==> src/rtl/seq_mult_pkg.sv <==
// seq_mult_pkg
//   Shared definitions for the sequential shift-and-add multiplier:
//   FSM state encoding, default operand width and the counter-width helper.
package seq_mult_pkg;

    typedef enum logic [1:0] {
        S_IDLE = 2'd0,
        S_RUN  = 2'd1,
        S_DONE = 2'd2
    } state_t;

    localparam int unsigned WIDTH_DEFAULT = 4;

    // Bits needed to hold the bit counter, which counts WIDTH-1 down to 0.
    function automatic int unsigned cnt_width(input int unsigned width);
        return (width < 2) ? 1 : $clog2(width);
    endfunction

endpackage

==> src/rtl/seq_mult_if.sv <==
// seq_mult_if
//   Operand/result handshake bundle for seq_mult.
//   master : drives in_valid, a, b, signed_mode, out_ready
//   slave  : drives in_ready, out_valid, product, busy
interface seq_mult_if
    import seq_mult_pkg::*;
#(
    parameter int unsigned WIDTH = WIDTH_DEFAULT
);
    logic                 in_valid;
    logic                 in_ready;
    logic [WIDTH-1:0]     a;
    logic [WIDTH-1:0]     b;
    logic                 signed_mode;
    logic                 out_valid;
    logic                 out_ready;
    logic [2*WIDTH-1:0]   product;
    logic                 busy;

    modport master (
        output in_valid, a, b, signed_mode, out_ready,
        input  in_ready, out_valid, product, busy
    );

    modport slave (
        input  in_valid, a, b, signed_mode, out_ready,
        output in_ready, out_valid, product, busy
    );
endinterface

==> src/rtl/twos_negate.sv <==
// twos_negate
//   Conditional two's-complement negate: o_out = i_en ? -i_in : i_in.
//   i_en  : negate enable
//   i_in  : N-bit operand
//   o_out : N-bit result
module twos_negate
    import seq_mult_pkg::*;
#(
    parameter int unsigned N = WIDTH_DEFAULT
) (
    input  logic         i_en,
    input  logic [N-1:0] i_in,
    output logic [N-1:0] o_out
);
    assign o_out = i_en ? (~i_in + N'(1)) : i_in;
endmodule

==> src/rtl/seq_mult.sv <==
// seq_mult
//   Sequential shift-and-add multiplier, one multiplier bit per cycle,
//   full 2*WIDTH-bit product, optional two's-complement mode.
//   clk   : rising-edge clock
//   rst_n : asynchronous active-low reset
//   bus   : seq_mult_if slave (operand in_valid/in_ready handshake,
//           product out_valid/out_ready handshake, busy status)
module seq_mult
    import seq_mult_pkg::*;
#(
    parameter int unsigned WIDTH = WIDTH_DEFAULT
) (
    input  logic        clk,
    input  logic        rst_n,
    seq_mult_if.slave   bus
);
    localparam int unsigned CW = cnt_width(WIDTH);
    localparam int unsigned PW = 2 * WIDTH;

    state_t           r_state;
    state_t           w_next_state;

    logic [WIDTH-1:0] r_mcand;    // |a|
    logic [WIDTH-1:0] r_acc_hi;   // upper accumulator half
    logic [WIDTH-1:0] r_acc_lo;   // multiplier shifting out, product low bits shifting in
    logic             r_neg;
    logic [CW-1:0]    r_cnt;
    logic [PW-1:0]    r_product;

    logic             w_accept;
    logic             w_zero;
    logic             w_last;
    logic [WIDTH-1:0] w_abs_a;
    logic [WIDTH-1:0] w_abs_b;
    logic [WIDTH:0]   w_sum;
    logic [PW-1:0]    w_acc_next;
    logic [PW-1:0]    w_prod_fixed;

    assign w_accept = bus.in_valid && (r_state == S_IDLE);
    // Raw-value test: a signed operand is zero exactly when its magnitude is.
    assign w_zero   = (bus.a == '0) || (bus.b == '0);
    assign w_last   = (r_cnt == '0);

    twos_negate #(.N(WIDTH)) u_abs_a (
        .i_en  (bus.signed_mode && bus.a[WIDTH-1]),
        .i_in  (bus.a),
        .o_out (w_abs_a)
    );

    twos_negate #(.N(WIDTH)) u_abs_b (
        .i_en  (bus.signed_mode && bus.b[WIDTH-1]),
        .i_in  (bus.b),
        .o_out (w_abs_b)
    );

    // Conditional add of |a| into the upper half with a carry bit, then the
    // whole {carry, acc_hi, acc_lo} shifts right by one.
    assign w_sum      = {1'b0, r_acc_hi} + (r_acc_lo[0] ? {1'b0, r_mcand} : '0);
    assign w_acc_next = {w_sum, r_acc_lo[WIDTH-1:1]};

    twos_negate #(.N(PW)) u_sign_fix (
        .i_en  (r_neg),
        .i_in  (w_acc_next),
        .o_out (w_prod_fixed)
    );

    always_ff @(posedge clk or negedge rst_n) begin
        if (!rst_n) begin
            r_state <= S_IDLE;
        end else begin
            r_state <= w_next_state;
        end
    end

    always_comb begin
        w_next_state = r_state;
        case (r_state)
            S_IDLE: if (w_accept)       w_next_state = w_zero ? S_DONE : S_RUN;
            S_RUN:  if (w_last)         w_next_state = S_DONE;
            S_DONE: if (bus.out_ready)  w_next_state = S_IDLE;
            default:                    w_next_state = S_IDLE;
        endcase
    end

    always_ff @(posedge clk or negedge rst_n) begin
        if (!rst_n) begin
            r_mcand   <= '0;
            r_acc_hi  <= '0;
            r_acc_lo  <= '0;
            r_neg     <= 1'b0;
            r_cnt     <= '0;
            r_product <= '0;
        end else begin
            case (r_state)
                S_IDLE: begin
                    if (w_accept) begin
                        r_mcand  <= w_abs_a;
                        r_acc_lo <= w_abs_b;
                        r_acc_hi <= '0;
                        r_neg    <= bus.signed_mode && (bus.a[WIDTH-1] ^ bus.b[WIDTH-1]);
                        r_cnt    <= CW'(WIDTH - 1);
                        if (w_zero) begin
                            r_product <= '0;
                        end
                    end
                end
                S_RUN: begin
                    {r_acc_hi, r_acc_lo} <= w_acc_next;
                    r_cnt                <= r_cnt - CW'(1);
                    if (w_last) begin
                        r_product <= w_prod_fixed;
                    end
                end
                default: ;
            endcase
        end
    end

    assign bus.in_ready  = (r_state == S_IDLE);
    assign bus.out_valid = (r_state == S_DONE);
    assign bus.busy      = (r_state != S_IDLE);
    assign bus.product   = r_product;

endmodule

==> src/flat_wrapper.sv <==
// flat-port wrapper written by rule: the top's interface ports become plain ports
module seq_mult_flat import seq_mult_pkg::*;
#(
    parameter int unsigned WIDTH = WIDTH_DEFAULT
)
  (clk, rst_n, bus_in_valid, bus_a, bus_b, bus_signed_mode, bus_out_ready, bus_in_ready, bus_out_valid, bus_product, bus_busy);
  seq_mult_if #(.WIDTH(WIDTH)) bus_i ();
  input  logic clk;
  input  logic rst_n;
  input wire logic [$bits(bus_i.in_valid)-1:0] bus_in_valid;
  input wire logic [$bits(bus_i.a)-1:0] bus_a;
  input wire logic [$bits(bus_i.b)-1:0] bus_b;
  input wire logic [$bits(bus_i.signed_mode)-1:0] bus_signed_mode;
  input wire logic [$bits(bus_i.out_ready)-1:0] bus_out_ready;
  output wire logic [$bits(bus_i.in_ready)-1:0] bus_in_ready;
  output wire logic [$bits(bus_i.out_valid)-1:0] bus_out_valid;
  output wire logic [$bits(bus_i.product)-1:0] bus_product;
  output wire logic [$bits(bus_i.busy)-1:0] bus_busy;
  assign bus_i.in_valid = bus_in_valid;
  assign bus_i.a = bus_a;
  assign bus_i.b = bus_b;
  assign bus_i.signed_mode = bus_signed_mode;
  assign bus_i.out_ready = bus_out_ready;
  assign bus_in_ready = bus_i.in_ready;
  assign bus_out_valid = bus_i.out_valid;
  assign bus_product = bus_i.product;
  assign bus_busy = bus_i.busy;
  seq_mult #(.WIDTH(WIDTH)) u_core (.clk(clk), .rst_n(rst_n), .bus(bus_i));
endmodule
==> config.mk <==
export PLATFORM = sky130hd
export DESIGN_NAME = seq_mult_flat
export DESIGN_NICKNAME = d
export VERILOG_FILES = /design/src/rtl/seq_mult_pkg.sv /design/src/rtl/seq_mult_if.sv /design/src/rtl/twos_negate.sv /design/src/rtl/seq_mult.sv /design/src/flat_wrapper.sv
export SDC_FILE = /design/constraint.sdc
export NUM_CORES = 1
export LEC_CHECK = 0
export BUFFER_PORTS_ARGS = -buffer_cell sky130_fd_sc_hd__buf_2
export CAP_MARGIN = 20
export CORE_UTILIZATION = 55
export CTS_CLUSTER_DIAMETER = 60
export DETAILED_ROUTE_END_ITERATION = 16
export PLACE_DENSITY = 0.78
export REMOVE_ABC_BUFFERS = 1
export SETUP_SLACK_MARGIN = 0.2
export SYNTH_ARGS = -nofsm -noshare
export SYNTH_HDL_FRONTEND = slang
export SYNTH_SLANG_ARGS = --single-unit
==> constraint.sdc <==
create_clock -name clk -period 2.3 [get_ports clk]
set_input_delay 0.23 -clock clk [delete_from_list [all_inputs] [get_ports clk]]
set_output_delay 0.23 -clock clk [all_outputs]
set_load 0.005 [all_outputs]
## Yosys cells after proc, flatten, opt, wreduce, memory -nomap -nowiden

Cells that the tools add are included.

| word-level totals | value |
|---|---|
| output and inout bits | 11 |
| register bits after elaboration | 25 |

| cells by class | value |
|---|---|
| bitwise operators | 4 |
| muxes and demuxes | 19 |
| equality and inequality tests | 6 |
| reduce and logical (&&, ||, !) cells | 15 |
| add/subtract/negate cells | 5 |

Operators by type and width:

| kind | count |
|---|---|
| 8-bit two-way mux | 4 |
| 4-bit two-way mux | 5 |
| 4-bit one-hot mux with 2 select lines | 2 |
| 8-bit one-hot mux with 2 select lines | 1 |
| 2-bit two-way mux | 5 |
| 4-bit by 1-bit adder with 4-bit output, second input constant | 2 |
| 8-bit by 1-bit adder with 8-bit output, second input constant | 1 |
| 4-bit zero test | 2 |
| 4-bit NOT | 2 |
| 8-bit NOT | 1 |
| 2-bit by 1-bit inequality test with 1-bit output, second input constant | 3 |
| 2-bit one-hot mux with 3 select lines | 1 |
| 4-bit by 5-bit adder with 5-bit output | 1 |
| 1-bit logical AND | 4 |
| 2-bit zero test | 2 |
| 2-bit one-hot mux with 2 select lines | 1 |
| 2-bit AND reduction | 2 |
| 4-bit AND reduction | 1 |
| 2-bit nonzero test | 2 |
| 3-bit AND reduction | 1 |
| 2-bit by 1-bit == test with 1-bit output, second input constant | 1 |
| 2-bit == test, second input constant | 1 |
| 2-bit inequality test, second input constant | 1 |
| 2-bit by 1-bit subtractor with 2-bit output, second input constant | 1 |
| other kinds (2) | 2 |

## Depth between registers and ports, before layout

Gate-level depths: netlist of run 1.

| logic depth | value |
|---|---|
| word-level depth | 7 |
| gate-level depth with buffers | 8 |
| mapped depth without buffers | 8 |

## By module

From an unflattened synthesis of run 1, not the netlist that was laid out.

| unflattened totals | value |
|---|---|
| cells, all modules | 150 |
| area total of the unflattened synthesis | 1566.5 um^2 |

By module, submodules not included:

| module | sequential area each (um^2) | cells each | times used | area each (um^2) |
|---|---|---|---|---|
| seq_mult | 625.6 | 109 | 1 | 1249.9 |
| twos_negate (u_core.u_sign_fix) | 0.0 | 21 | 1 | 171.4 |
| twos_negate (u_core.u_abs_a ...) | 0.0 | 10 | 2 | 72.6 |

## Worst setup path before layout of run 1

Ideal clock, no wire load.

| path | value |
|---|---|
| kind | register to register |
| start | register u_core.r_acc_lo[0] |
| end | register u_core.r_product[7], in the netlist u_core.bus.product[7] |
| slack | 0.286 ns |
| path buffers | 0 |
| setup time | 0.066 ns |
| data arrival time | 1.948 ns |
| clock period less this slack | 2.014 ns |
| cell stages (with the launch flop) | 9 |
| cells stage by stage | dfrtp_1 -> and2_1 -> ha_1 -> fa_1 -> a21o_1 -> a211o_1 -> o22ai_1 -> o21ba_1 -> nand2_1 |

| on the way | value |
|---|---|
| word-level cells in the longest chain between the ends | 7 |

Ends and longest elaborated chain:

| what | line | source |
|---|---|---|
| from (decl) | seq_mult.sv:25 | `logic [WIDTH-1:0] r_acc_lo;` |
| from (signal assigned) | seq_mult.sv:98 | `r_acc_lo <= w_abs_b;` |
| from (signal assigned) | seq_mult.sv:108 | `{r_acc_hi, r_acc_lo} <= w_acc_next;` |
| 4-bit two-way mux * | seq_mult.sv:58 | `assign w_sum = {1'b0, r_acc_hi} + (r_acc_lo[0] ? {1'b0, r_mcand} : '0);` |
| 4-bit by 5-bit adder with 5-bit output * | seq_mult.sv:58 |  |
| 8-bit NOT | twos_negate.sv:15 | `assign o_out = i_en ? (~i_in + N'(1)) : i_in;` |
| 8-bit by 1-bit adder with 8-bit output | twos_negate.sv:15 |  |
| 8-bit two-way mux * | twos_negate.sv:15 |  |
| 8-bit two-way mux * | seq_mult.sv:110 | `if (w_last) begin` |
| 8-bit one-hot mux with 2 select lines * | seq_mult.sv:94 | `case (r_state)` |
| to (signal assigned) | seq_mult.sv:111 | `r_product <= w_prod_fixed;` |
| to (decl) | seq_mult.sv:28 | `logic [PW-1:0] r_product;` |

Every way passes the cells marked *; elsewhere a longest branch is shown, timed or not. The select of a mux whose other input is x is not followed.
A chain may end at the register's enable or synchronous reset.

## Final worst setup path of run 1

Same ends and word-level chain as after synthesis.

==> results.toml, run 1 <==
[run_status]
outcome = "finished clean"

[sta]
setup_slack_ns = 0.2373
fin_skew_ns = 0.007658
rsz0062_at_grt = "true"
worst_pin_slew_ns = 0.5548
drv_slew = 0
fin_crit_sh_pct = 89.68
finalHoldViolCount = 0
min_period_ns = 2.063
fmax_mhz = 484.8
relSlewSlack_pct = 63.01
finalSetupViolCount = 0
setup_tns_ns = 0

[logic_synthesis]
synth.distinct_cells = 36
synthArstFlopShare_pct = 100.0
ys_seq_area_share_pct = 42.23
synth_compound_area_share_pct = 17.91
avgSynthCellArea_sq_um = 9.145
synth-seq-cells = 25
yosys.area.top_type = "dfrtp_1"
synth-edff-count = 0
synth_top_family_by_area = "simple AND/OR/NAND/NOR gates"
synth_mux_area_share_pct = 1.351
synth_xor_area_share_pct = 6.503
yosys_warnings = 0
ys.flop_type = "dfrtp_1"
synth_simple_gate_area_share_pct = 19.09
synth.area.top_cells = "dfrtp_1, ha_1, nand2_1"
synthAdderAreaFrac_pct = 8.108
synth_top_area_share_pct = 42.23
synthCells = 162
syn_area_sq_um = 1481

[placed_design]
gp_congestion = 0.8645
port_buffers = 23
hpwl_microns = 2246
pre_cts_ws_ns = 0.1431

[routing]
vias_per_cell = 5.638
final_antenna_net_count = 0
vias = 1229
routed_wl_microns = 3134
wl_per_cell_microns = 14.38
drtPass1Iterations = 4
drt_iter0_drc = 25
drc = 0

[global_routing]
gr-total-overflow = 0
grt_max_degree = 26
antenna_found_initial = 0
grt_pass1_wl_microns = 4767
first_global_vias = 1097
grt.total_usage_pct = 22.89

[power]
power.density_nw_per_um2 = 1162
leakage_nw = 0.8532
peakVddDrop_uv = 761.7

[cells_and_area]
final_net_count = 211
area_growth_pct = 14.70
drive_above_1_share_pct = 19.68
diodes = 0

[die]
start_util_pct = 58.73
die-area_sq_um = 2905
core_sq_um = 2522
die_w_microns = 53.90
die_y_microns = 53.90
num_rows = 18
io_pins = 24

[clocking]
cts_sinks = 25
path_clk_slew_ns = 0.14
cts_tree = "built"
cts_inserted_buffers = 3
insertion_delay_ns = 0.31
clockBufferDepth = 2
htreeDepth = 1
cts-root-buf = "clkbuf_4"

[setup_path]
required_ns = 2.56
critPathKind = "register to register"
cp_max_fo = 4
crit_path_cell_trace = "buf_4 -> and2_1 -> fa_2 -> a21o_1 -> a211o_1 -> o22ai_1 -> o21ba_1 -> nand2_1"
slowest_delay_ns = 0.41
slowest_stage = "fa_2"
critPathBufInv = 1
critical_path_arrival_ns = 2.33
cp-start-kind = "register"
end_kind = "register"
crit_family = "compound AO/OA/AOI/OAI gates"

[worst_hold_path]
hp-class = "primary input to register"

[run]
maxCapViolations = 0
==> metal layers <==
layer  track usage (%)  part of all wire [%]  vias to the layer above
met1             30.04                    47                      582
li1                  -                     -                      607
met3             2.542                   3.5                        2
met4             6.140                  0.70                        0
met2             39.51                    49                       38
met5                 0                     0                        -
==> synthesized netlist by cell type (2+ instances only) <==
library cell and count:
a211o_1 2, a21o_1 2, a21oi_1 7, a22o_1 2, and2_1 4, buf_2 3
clkbuf_1 2, dfrtp_1 25, ha_1 8, inv_1 10, mux2i_1 2, nand2_1 26
nand2b_1 4, nor2_1 10, nor2b_1 2, nor3b_1 3, o21ai_0 16, o22ai_1 3
o31ai_1 5, xnor2_1 5, xor2_1 6
==> worst paths after layout <==
check / from / end / slack (ns) / cells after the start
min reg2reg: u_core.r_mcand[2] / u_core.r_mcand[2] / 0.49 / 2
max in group asynchronous: rst_n / u_core.r_cnt[0] / 1.51 / 2
min in group asynchronous: rst_n / u_core.bus.product[4] / 0.42 / 2
max: u_core.r_acc_lo[0] / u_core.bus.product[7] / 0.24 / 8
min: bus_out_ready / u_core.r_state[1] / 0.10 / 2
max reg2reg: u_core.r_acc_lo[0] / u_core.bus.product[7] / 0.24 / 8
==> placed cells by master, fill, tap and decap left out, types with 3 or more instances in the layout <==
master / count
nand2_1: 26
dfrtp_1: 25
buf_2: 23
o21ai_0: 16
nor2_1: 10
inv_1: 10
ha_1: 7
a21oi_1: 6
xor2_1: 5
o31ai_1: 5
xnor2_1: 5
and2_1: 4
nand2b_1: 4
buf_4: 4
o22ai_1: 3
nor3b_1: 3
clkbuf_4: 3
==> worst register-to-register path, cell delays in order, from the launching register on <==
cell     delay [ns]
dfrtp_1        0.40
buf_4          0.14
and2_1         0.17
fa_2           0.41
a21o_1         0.20
a211o_1        0.30
o22ai_1        0.16
o21ba_1        0.17
nand2_1        0.06
==> flip-flops by register name, summed over array words and instances (netlist names) <==
signal,cells
u_core.r_acc_lo,4
u_core.r_mcand,4
u_core.r_acc_hi,4
u_core.r_cnt,2
u_core.bus.product,8
u_core.r_neg,1
u_core.r_state,2
==> logic make-up after synthesis <==
logic type,count (synthesis)
adders and majority gates,9
AOI/OAI and AO/OA,42
DFF,25
muxes,2
and+or+nand+nor,57
buffers and inverters,16
xor gates and xnor gates,11
==> timing repair <==
item / CTS / global route
setup buffers: 1 / 3
endpoints found under the setup margin: 1 / 2
pin swaps: 0 / 5
hold buffers: 1 / 0
resized for setup: 1 / 5
hold endpoints to repair: 25 / 0
==> final cells by class <==
cell class                      instances  area [sq um]
Timing Repair Buffer                   28         155.1
Clock buffer                            4         26.28
Tap cell                               30         37.54
Inverter                               10         37.54
Fill cell                             209         823.3
Sequential cell                        25         625.6
Multi-Input combinational cell        121         817.0
==> report_power, final <==
part | switching, mW | internal (mW) | total (mW)
clock | 0.128 | 0.0677 | 0.196
sequential | 0.185 | 0.620 | 0.805
combinational | 0.519 | 0.455 | 0.974
==> per-stage QoR <==
| stage | util [%] | std cells | hold WS (ns) | instance area, sq um | power, mW |
|---|---|---|---|---|---|
| detailed placement | 63.44 | 209 | 0.2507 | 1600 | 1.705 |
| CTS | 65.28 | 215 | 0.1061 | 1647 | 1.913 |
| floorplan | - | 156 | -0.06559 | 1448 | 1.416 |
| finish | 67.36 | 218 | 0.1045 | 1699 | 1.975 |
| global placement | 63.44 | 209 | 0.2439 | 1600 | 1.670 |
| global route | 67.36 | 218 | 0.1140 | 1699 | 2.163 |
(Power assumes the default switching activity.)
==> run 2: changes to the inputs <==
--- a/config.mk
+++ b/config.mk
@@ -12,7 +12,7 @@
 export DETAILED_ROUTE_END_ITERATION = 16
 export PLACE_DENSITY = 0.78
 export REMOVE_ABC_BUFFERS = 1
-export SETUP_SLACK_MARGIN = 0.2
+export SETUP_SLACK_MARGIN = 0.5
 export SYNTH_ARGS = -nofsm -noshare
 export SYNTH_HDL_FRONTEND = slang
 export SYNTH_SLANG_ARGS = --single-unit
==> results.toml, run 2 (same netlist as run 1, synthesis figures left out) <==
[run_status]
outcome = "finished clean"

[cells_and_area]
largest_reg_flops = 8
layout_commonest_cell = "nand2_1"
final_cell_mix = "nand2_1, dfrtp_1, buf_2"
diodes = 0
drive_above_1_share_pct = 25.52
fill_cells = 193
final_core_util_pct = 70.68
area_growth_pct = 20.35
final_cell_count_no_fill = 222
final_net_count = 215

[routing]
drt_iter0_drc = 31
wl_per_cell_microns = 15.09
routed_wl_microns = 3350
vias = 1283
vias_per_cell = 5.779
drc = 0
drtPass1Iterations = 6
final_antenna_net_count = 0

[setup_path]
end_kind = "register"
required_ns = 2.51
critPathKind = "register to register"
cp_max_fo = 2
cp-start-kind = "register"
critical_path_arrival_ns = 2.27

[sta]
finalSetupViolCount = 0
relSlewSlack_pct = 62.30
min_period_ns = 2.062
drv_slew = 0
fin_crit_sh_pct = 89.66
rsz0062_at_grt = "true"
fin_skew_ns = 0.006379
finalHoldViolCount = 0
setup_tns_ns = 0
fmax_mhz = 484.9
worst_pin_slew_ns = 0.5655

[power]
p_seq_share_pct = 38.8
internal_power_mw = 1.228
power.density_nw_per_um2 = 1202
peakVddDrop_uv = 797.8
p_clk_share_pct = 9.2
swShare_pct = 42.67
p_switching_mw = 0.9143
pwr-share-comb_pct = 52.0
leakage_nw = 0.8806

[die]
start_util_pct = 58.73
core_sq_um = 2522
io_pins = 24
die_w_microns = 53.90
die_y_microns = 53.90
die-area_sq_um = 2905
num_rows = 18

[placed_design]
hpwl_microns = 2246
dp_cells = 209
gp_congestion = 0.8645
port_buffers = 23

[clocking]
htreeDepth = 1
cts_sinks = 25
insertion_delay_ns = 0.31
cts_inserted_buffers = 3
path_clk_slew_ns = 0.14
cts-root-buf = "clkbuf_4"
clockBufferDepth = 2
cts_tree = "built"

[global_routing]
grt_pass1_wl_microns = 4761
grt.total_usage_pct = 22.90
grt_max_degree = 26
gr-total-overflow = 0
first_global_vias = 1115
antenna_found_initial = 0

[run]
maxCapViolations = 0

[worst_hold_path]
hp-class = "primary input to register"
## run 2: cell types whose count changed in the layout (fill, tap and decap cells not counted), moves of 2 or more
cell     delta
o21ai_0     -4
o21ai_1     +3
and2_1      -2
and2_4      +2
buf_4       +2
buf_6       +2
## run 2: per-layer routing
layer  vias up  part of all wire, %  track usage (%)
met5         -                    0                0
met4         0                 0.63            6.140
met3         2                  3.3            2.542
met2        38                   49            39.92
met1       627                   47            29.73
li1        616                    -                -
## run 2: power groups by stage
stage	clock network, mW	logic, mW	registers, mW
2_1_floorplan	0	0.641	0.775
3_3_place_gp	0	0.866	0.804
3_5_place_dp	0	0.888	0.817
4_1_cts	0.196	0.978	0.806
5_1_grt	0.214	1.24	0.860
6_report	0.197	1.11	0.831
## run 2: path summary, 6_finish.rpt
path	slack, ns	cells after the start	startpoint	to
setup / recovery	0.24	7	u_core.r_acc_lo[0]	u_core.bus.product[7]
min in group asynchronous	0.42	2	rst_n	u_core.bus.product[4]
hold / removal	0.10	2	bus_out_ready	u_core.r_state[1]
max in group asynchronous	1.50	2	rst_n	u_core.r_cnt[0]
hold reg to reg	0.49	2	u_core.r_mcand[2]	u_core.r_mcand[2]
setup reg to reg	0.24	7	u_core.r_acc_lo[0]	u_core.bus.product[7]
## run 2: area by class of cell
type / count / area, sq um / area share [%]
Multi-Input combinational cell: 121 / 863.3 / 48.42
Sequential cell: 25 / 625.6 / 35.09
Timing Repair Buffer: 32 / 192.7 / 10.81
Inverter: 10 / 37.54 / 2.105
Tap cell: 30 / 37.54 / 2.105
Clock buffer: 4 / 26.28 / 1.474
## run 2: repair_timing
item                                   4_1_cts  5_1_grt
pin swaps                                   11        7
hold buffers                                 1        0
endpoints found under the hold margin       25        0
setup buffers                                3        5
gates resized for setup                     12        8
setup endpoints to repair                    6        9
## run 2: worst max-delay path, stage by stage, from the launching register on
cell and delay (ns):
dfrtp_1 0.43, and2_4 0.16, ha_4 0.22, or4_4 0.53, nor3_2 0.20, o22ai_1 0.11, o21ba_1 0.24, nand2_1 0.07
## run 2: through the flow
| step | power (mW) | area (sq um) | worst slack (ns) | hold WS, ns |
|---|---|---|---|---|
| after floorplan | 1.416 | 1448 | 0.2857 | -0.06559 |
| after global placement | 1.670 | 1600 | 0.2420 | 0.2439 |
| after detailed placement | 1.705 | 1600 | 0.1431 | 0.2507 |
| after CTS | 1.981 | 1698 | 0.3325 | 0.1061 |
| after global routing | 2.318 | 1783 | 0.1609 | 0.1215 |
| final | 2.142 | 1783 | 0.2379 | 0.1048 |
==> run 3: changes to the inputs <==
--- a/config.mk
+++ b/config.mk
@@ -11,7 +11,6 @@
 export CTS_CLUSTER_DIAMETER = 60
 export DETAILED_ROUTE_END_ITERATION = 16
 export PLACE_DENSITY = 0.78
-export REMOVE_ABC_BUFFERS = 1
 export SETUP_SLACK_MARGIN = 0.5
 export SYNTH_ARGS = -nofsm -noshare
 export SYNTH_HDL_FRONTEND = slang
==> results.toml, run 3 (same netlist as run 1, synthesis figures left out) <==
[die]
num_rows = 18
start_util_pct = 58.73
die_y_microns = 53.90
core_sq_um = 2522
die-area_sq_um = 2905
die_w_microns = 53.90
io_pins = 24

[cells_and_area]
final_cell_mix = "nand2_1, dfrtp_1, buf_2"
area_growth_pct = 16.38
drive_above_1_share_pct = 23.40
fill_cells = 203
largest_reg_flops = 8
design_area_sq_um = 1724
final_core_util_pct = 68.35
final_net_count = 211
diodes = 0
layout_commonest_cell = "nand2_1"

[setup_path]
critical_path_arrival_ns = 2.27
r2r_slack_ns = 0.30
cp-start-kind = "register"
end_kind = "register"
required_ns = 2.57
cp_max_fo = 3
critPathKind = "register to register"

[run_status]
outcome = "finished clean"

[placed_design]
hpwl_microns = 2265
port_buffers = 23
pre_cts_ws_ns = 0.3003
gp_congestion = 0.7619
place_area_sq_um = 1613

[sta]
setup_slack_ns = 0.2970
fmax_mhz = 499.2
setup_tns_ns = 0
fin_skew_ns = 0.007202
fin_crit_sh_pct = 87.09
rsz0062_at_grt = "true"
worst_pin_slew_ns = 0.5410
relSlewSlack_pct = 63.93
min_period_ns = 2.003
drv_slew = 0
finalHoldViolCount = 0
finalSetupViolCount = 0

[routing]
final_antenna_net_count = 0
routed_wl_microns = 3020
wl_per_cell_microns = 13.85
drt_iter0_drc = 13
drc = 0
vias = 1185
vias_per_cell = 5.436
drtPass1Iterations = 4

[logic_synthesis]
syn_nets = 184

[power]
leakage_nw = 0.8605
peakVddDrop_uv = 704.8
power.density_nw_per_um2 = 1180

[global_routing]
grt.met3_usage_pct = 3.672
gr-total-overflow = 0
antenna_found_initial = 0
grt_max_degree = 26
grt.met1_usage_pct = 29.45
grt_use_met2_pct = 41.15
grt-busiest-layer = "met2"
grt.total_usage_pct = 23.23
first_global_vias = 1069
grt_pass1_wl_microns = 4809

[clocking]
insertion_delay_ns = 0.32
htreeDepth = 1
path_clk_slew_ns = 0.14
cts-root-buf = "clkbuf_4"
cts_sinks = 25
cts_tree = "built"
clockBufferDepth = 2
cts_inserted_buffers = 3

[worst_hold_path]
hp-class = "primary input to register"

[run]
maxCapViolations = 0
[run 3: power by group]
group          internal, mW  switching, mW  total (mW)
clock                0.0650          0.134       0.199
sequential            0.620          0.194       0.813
combinational         0.486          0.536        1.02
total                  1.17          0.863        2.03
[run 3: layout make-up]
cell class,count,area (sq um),share of cell area [%]
tap,30,37.54,2.177
clock buffer,3,22.52,1.306
multi-input combinational,121,840.8,48.77
inverter,10,37.54,2.177
timing repair buffer,28,155.1,8.999
clock inverter,1,5.005,0.2903
sequential,25,625.6,36.28
[run 3: metal layers]
layer  wire length, microns  vias up
li1                       -      607
met1                   1382      544
met2                   1518       30
met3                     84        4
met4                     34        0
met5                      0        -
[run 3: critical path, stage by stage (launching register included)]
cell and delay [ns]:
dfrtp_1 0.42, and2_4 0.15, ha_4 0.15, fa_2 0.36, a21o_1 0.22, a211o_1 0.28
o22ai_1 0.14, o21ba_1 0.17, nand2_1 0.05
[run 3: stage by stage]
step / std cells / hold WS (ns) / total power, mW
floorplan: 162 / -0.06559 / 1.479
global placement: 209 / 0.2335 / 1.690
detailed placement: 209 / 0.2492 / 1.730
CTS: 216 / 0.07708 / 1.986
global route: 218 / 0.06491 / 2.223
finish: 218 / 0.07556 / 2.034
[run 3: final timing paths]
path                                             from               endpoint  cells after the start
worst max-delay path               u_core.r_acc_lo[0]  u_core.bus.product[7]                      8
worst min-delay path                    bus_out_ready      u_core.r_state[1]                      2
worst max register to register     u_core.r_acc_lo[0]  u_core.bus.product[7]                      8
worst min register to register  u_core.bus.product[4]  u_core.bus.product[4]                      2
max in group asynchronous                       rst_n      u_core.r_mcand[0]                      2
min in group asynchronous                       rst_n     u_core.r_acc_hi[3]                      2
[run 3: repair_timing]
action,in CTS,in global routing
setup buffers,2,2
pin swaps,1,4
hold endpoints to repair,25,0
setup endpoints to repair,4,5
gates resized for setup,5,6
hold buffers,1,0
